### src/rtl/mem_access_unit_pkg.sv
// Shared UIB definitions: access-size encoding, memory-access FSM states and
// the lane helpers used by both the access unit and main memory.
package mem_access_unit_pkg;

   typedef enum logic [1:0] {
      SZ_BYTE = 2'd0,
      SZ_HALF = 2'd1,
      SZ_WORD = 2'd2,
      SZ_BAD  = 2'd3
   } size_e;

   typedef enum logic [1:0] {
      ST_IDLE = 2'd0,
      ST_BUS  = 2'd1,
      ST_WAIT = 2'd2,
      ST_RESP = 2'd3
   } state_e;

   function automatic logic misaligned(input logic [1:0] size, input logic [1:0] offset);
      case (size)
         SZ_BYTE: return 1'b0;
         SZ_HALF: return offset[0];
         SZ_WORD: return |offset;
         default: return 1'b1;
      endcase
   endfunction

   // Bring the addressed lane down to bit 0 and clear everything above the access size.
   function automatic logic [31:0] lane_extract(input logic [31:0] word,
                                                input logic [1:0]  offset,
                                                input logic [1:0]  size);
      logic [31:0] shifted;
      shifted = word >> {offset, 3'b000};
      case (size)
         SZ_BYTE: return {24'h0, shifted[7:0]};
         SZ_HALF: return {16'h0, shifted[15:0]};
         default: return shifted;
      endcase
   endfunction

endpackage

### src/rtl/mem_access_unit_load_align.sv
// Combinational load alignment: lane extract from the bus word, then zero or
// sign extension to XLEN according to the access size.
module load_align
   import mem_access_unit_pkg::*;
#(
   parameter int XLEN = 32
) (
   input  logic [XLEN-1:0] word,
   input  logic [1:0]      offset,
   input  logic [1:0]      size,
   input  logic            is_unsigned,
   output logic [XLEN-1:0] data
);

   logic [31:0] lane;
   logic        fill;

   assign lane = lane_extract(word[31:0], offset, size);

   always_comb begin
      fill = 1'b0;
      if (!is_unsigned) begin
         case (size)
            SZ_BYTE: fill = lane[7];
            SZ_HALF: fill = lane[15];
            default: fill = lane[31];
         endcase
      end
      data = {XLEN{fill}};
      case (size)
         SZ_BYTE: data[7:0]  = lane[7:0];
         SZ_HALF: data[15:0] = lane[15:0];
         default: data[31:0] = lane;
      endcase
   end

endmodule

### src/rtl/mem_access_unit.sv
// Load/store unit: accepts one core access at a time, runs a single UIB bus
// cycle for aligned accesses and returns a one-cycle response pulse.
module mem_access_unit
   import mem_access_unit_pkg::*;
#(
   parameter int XLEN       = 32,
   parameter int RD_LATENCY = 1
) (
   input  logic            clk,
   input  logic            rst,
   input  logic            req_valid,
   output logic            req_ready,
   input  logic            req_wen,
   input  logic [1:0]      req_size,
   input  logic            req_unsigned,
   input  logic [XLEN-1:0] req_addr,
   input  logic [XLEN-1:0] req_wdata,
   output logic            resp_valid,
   output logic [XLEN-1:0] resp_rdata,
   output logic            resp_err,
   output logic            bus_req,
   output logic            bus_wen,
   output logic [XLEN-1:0] bus_addr,
   output logic [1:0]      bus_mode,
   output logic [XLEN-1:0] bus_wdata,
   input  logic [XLEN-1:0] bus_rdata
);

   localparam int CNT_W = 3;

   state_e           state, state_nxt;
   logic [CNT_W-1:0] cnt, cnt_nxt;
   logic             accept;
   logic             wen_q, uns_q, err_q;
   logic [1:0]       size_q;
   logic [XLEN-1:0]  addr_q, wdata_q, rdata_q;
   logic [XLEN-1:0]  load_data;

   function automatic logic [XLEN-1:0] replicate(input logic [XLEN-1:0] value,
                                                 input logic [1:0]      size);
      case (size)
         SZ_BYTE: return {(XLEN/8){value[7:0]}};
         SZ_HALF: return {(XLEN/16){value[15:0]}};
         default: return value;
      endcase
   endfunction

   assign accept = req_valid & req_ready;

   always_ff @(posedge clk or posedge rst) begin
      if (rst) begin
         state <= ST_IDLE;
         cnt   <= '0;
      end else begin
         state <= state_nxt;
         cnt   <= cnt_nxt;
      end
   end

   // Request fields and the response payload are pure data; outputs are gated by state.
   always_ff @(posedge clk) begin
      if (accept) begin
         wen_q   <= req_wen;
         size_q  <= req_size;
         uns_q   <= req_unsigned;
         addr_q  <= req_addr;
         wdata_q <= req_wdata;
         err_q   <= misaligned(req_size, req_addr[1:0]);
         rdata_q <= '0;
      end else if (state == ST_WAIT && cnt == '0) begin
         rdata_q <= load_data;
      end
   end

   always_comb begin
      state_nxt  = state;
      cnt_nxt    = cnt;
      req_ready  = 1'b0;
      resp_valid = 1'b0;
      resp_rdata = '0;
      resp_err   = 1'b0;
      bus_req    = 1'b0;
      bus_wen    = 1'b0;
      bus_addr   = '0;
      bus_mode   = 2'd0;
      bus_wdata  = '0;
      case (state)
         ST_IDLE: begin
            req_ready = ~rst;
            if (req_valid && !rst)
               state_nxt = misaligned(req_size, req_addr[1:0]) ? ST_RESP : ST_BUS;
         end
         ST_BUS: begin
            bus_req   = 1'b1;
            bus_wen   = wen_q;
            bus_addr  = addr_q;
            bus_mode  = size_q;
            bus_wdata = replicate(wdata_q, size_q);
            if (wen_q) begin
               state_nxt = ST_RESP;
            end else begin
               state_nxt = ST_WAIT;
               cnt_nxt   = CNT_W'(RD_LATENCY - 1);
            end
         end
         ST_WAIT: begin
            if (cnt == '0) state_nxt = ST_RESP;
            else           cnt_nxt   = cnt - CNT_W'(1);
         end
         ST_RESP: begin
            resp_valid = 1'b1;
            resp_rdata = rdata_q;
            resp_err   = err_q;
            state_nxt  = ST_IDLE;
         end
         default: state_nxt = ST_IDLE;
      endcase
   end

   load_align #(.XLEN(XLEN)) u_load_align (
      .word        (bus_rdata),
      .offset      (addr_q[1:0]),
      .size        (size_q),
      .is_unsigned (uns_q),
      .data        (load_data)
   );

endmodule

### config.mk
export PLATFORM = sky130hd
export DESIGN_NAME = mem_access_unit
export DESIGN_NICKNAME = d
export VERILOG_FILES = /design/src/rtl/mem_access_unit_pkg.sv /design/src/rtl/mem_access_unit_load_align.sv /design/src/rtl/mem_access_unit.sv
export SDC_FILE = /design/constraint.sdc
export NUM_CORES = 1
export LEC_CHECK = 0
export BUFFER_PORTS_ARGS = -buffer_cell sky130_fd_sc_hd__buf_2
export CAP_MARGIN = 25
export CORE_ASPECT_RATIO = 0.75
export CORE_UTILIZATION = 40
export DETAILED_ROUTE_END_ITERATION = 8
export GPL_TIMING_DRIVEN = 0
export PLACE_DENSITY = 0.66
export SYNTH_ARGS = -nofsm -noshare
export SYNTH_HDL_FRONTEND = slang
export SYNTH_SLANG_ARGS = --single-unit
### constraint.sdc
create_clock -name clk -period 3.2 [get_ports clk]
set_input_delay 0.64 -clock clk [delete_from_list [all_inputs] [get_ports clk]]
set_output_delay 0.64 -clock clk [all_outputs]
set_load 0.01 [all_outputs]
==> metrics.cfg <==
[timing]
slew-limit-headroom_pct = 55.5
finalMaxSlewViolations = 0
period_share_pct = 91.6
setup_tns_ps = 0
fin_crit_ps = 2930
fmax_ghz = 0.341
hold_viol = 0
fin_skew_ps = 9.78
grt_setup_unrepaired = false
setup_violations = 0
whs_ps = 210
worst_pin_slew_ps = 667

[global_routing]
grt_pass1_vias = 4131
overflow = 0
grt_usage_pct = 20.8
antenna_found_initial = 1
grt_pass1_wl_um = 21400
grt_max_degree = 79

[clock_network]
cts_root_buffer = clkbuf_16
clock-sinks = 106
post_cts_buffers = 0
cts_tree = done
cts_buffer_depth = 2
clock_latency_ps = 340
cts_hold_buffers = 0
clk_pin_slew_worst_paths_ps = 80
htreeDepth = 3
numCtsBuffers = 9

[yosys]
yosysMostFrequentCell = and2_1
async_flop_share_pct = 4.72
yosys-top-cells-count = and2_1, edfxtp_1, nand2_1
netlist_area_mm2 = 0.00511
synth.top_cell.area_share_pct = 40.5
synth_top_area_cell = edfxtp_1
synth_cell_types = 40
synth_area_per_cell_um2 = 11.3
ys.flop_type = edfxtp_1
synthTopCellsByArea = edfxtp_1, dfxtp_1, and2_1
yosys_warnings = 0
syn_nets = 564
ys_ff_latch = 106
ys_seq_area_share_pct = 55.5
syn_inst = 454
synth_edf_count = 69

[job]
max_cap_violations = 0

[setup_path]
r2r-end = rdata_q[25]
end_kind = primary output
slowest_stage = clkbuf_1
crit_path_frequent_cell = clkbuf_1
crit_chain = inv_1 > ha_1 > clkbuf_1 > clkbuf_1 > and2_1 > buf_2
path_depth = 6
endpoint = bus_addr[21]
startpoint_type = flip-flop
crit_start = state[1]
critPathBufInv = 4
r2r_start = state[0]
reg2reg_slack_ps = 300
worst-endpoint-arrival_ps = 2290
cpPeakStageDelay_ps = 450
worstPathRequired_ps = 2560
worstPathMaxFanout = 10
rr_worst_depth = 8
critPathKind = flip-flop to primary output
path_delay_family = buffers and inverters

[placement]
io_buffers = 205
dp_hpwl_um = 10300
gpl.final_weighted_congestion = 0.836

[route]
drt_iter0_drc = 159
dr.pass1.iters = 6
wl_um = 13800
ant_nets = 0
drcViolationCount = 0
vias = 4234
via_per_inst = 5.03
avgRoutedWirePerCell_um = 16.4

[die]
rows = 35
io_pins = 206
die-area_mm2 = 0.0132
initial_core_util_pct = 41.4
die_y_um = 99.9
core_mm2 = 0.0123
die_x_um = 133

[worst_hold_path]
hp-class = input port to asynchronous set/reset pin

[power_and_ir_drop]
p_leak_uw = 0.00304
power_density_mw_per_mm2 = 731
ir_worst_vdd_uv = 340

[status]
status = complete, no violations

[final_layout]
nets = 780
drive_gt1_share_pct = 36.3
antenna_cells = 0
fill_cells = 1128
area_growth_pct = 29.8

[metrics by stage]
step	power, µW	worst slack [ps]	std cells	utilization, %	instance area [µm²]
final	4850	269	841	53.7	6630
after global routing	5150	38.0	841	53.7	6630
after CTS	4880	68.3	841	53.7	6630
after detailed placement	3810	-73.0	825	51.4	6340
after global placement	3770	14.6	825	51.4	6340
after floorplan	3040	734	454	-	5110
[worst min-delay path by stage]
stage | start | to | slack, ps | depth (start not counted)
6_report | rst | cnt[2] | 210 | 2
5_1_grt | rst | state[1] | 220 | 2
4_1_cts | rst | cnt[2] | 210 | 2
3_5_place_dp | rdata_q[4] | rdata_q[4] | 440 | 2
3_3_place_gp | rdata_q[4] | rdata_q[4] | 440 | 2
2_1_floorplan | rst | cnt[0] | 420 | 1
[routing by layer]
layer | wire length (µm) | track usage, % | vias up
met4 | 63 | 5.22 | 2
li1 | - | - | 2044
met5 | 13 | 0 | -
met1 | 6420 | 28.2 | 2032
met3 | 865 | 5.56 | 8
met2 | 6420 | 33.2 | 148
[cell families (layout without fill, tap and decap cells)]
| kind of cell | after synthesis | count (layout) | synth area share (%) |
|---|---|---|---|
| buffers and inverters | 41 | 262 | 3.89 |
| flip-flops | 106 | 106 | 55.5 |
| multiplexers | 44 | 44 | 8.82 |
| AO/OA/AOI/OAI | 88 | 88 | 12.0 |
| adder cells (fa/ha/maj) | 7 | 7 | 1.71 |
| AND/OR/NAND/NOR | 168 | 168 | 18.1 |
[area by class of cell]
type | instances | area, µm² | share of cell area [%]
sequential | 106 | 2840 | 42.8
multi-input combinational | 307 | 2070 | 31.3
timing repair buffer | 205 | 1030 | 15.5
clock buffer | 9 | 225 | 3.39
tap | 166 | 208 | 3.13
buffer | 32 | 174 | 2.62
clock inverter | 7 | 56.3 | 0.849
inverter | 9 | 33.8 | 0.509
[state kept, by name, summed over array words and instances (netlist names)]
signal / cells
addr_q: 32
rdata_q: 32
wdata_q: 32
cnt: 3
size_q: 2
state: 2
err_q: 1
uns_q: 1
wen_q: 1
[where the power goes]
part | leakage [µW] | internal [µW] | total (µW) | switching [µW]
sequential | 0.000957 | 1750 | 1870 | 119
combinational | 0.00195 | 805 | 1920 | 1110
clock | 0.000139 | 542 | 1060 | 521
[cell usage in the layout, fill, tap and decap left out, types with 8 or more instances in the layout]
master	netlist	routed
clkbuf_16	0	9
a21boi_0	9	9
inv_1	9	9
nand2_1	51	51
and2_1	83	83
a221o_1	16	16
o211ai_1	8	8
a21oi_1	20	20
o2bb2ai_1	8	8
edfxtp_1	69	69
mux2_2	8	8
clkbuf_1	18	17
mux2i_1	36	36
nor2b_1	13	13
o21ai_0	20	20
buf_2	6	211
dfxtp_1	32	32
[repair_timing]
| item | in CTS | in global routing |
|---|---|---|
| hold endpoints to repair | 0 | 0 |
| pin swaps | 0 | 0 |
| setup endpoints to repair | 1 | 12 |
| resized for setup | 1 | 4 |
Note: power is estimated with default switching activity, not from simulation.
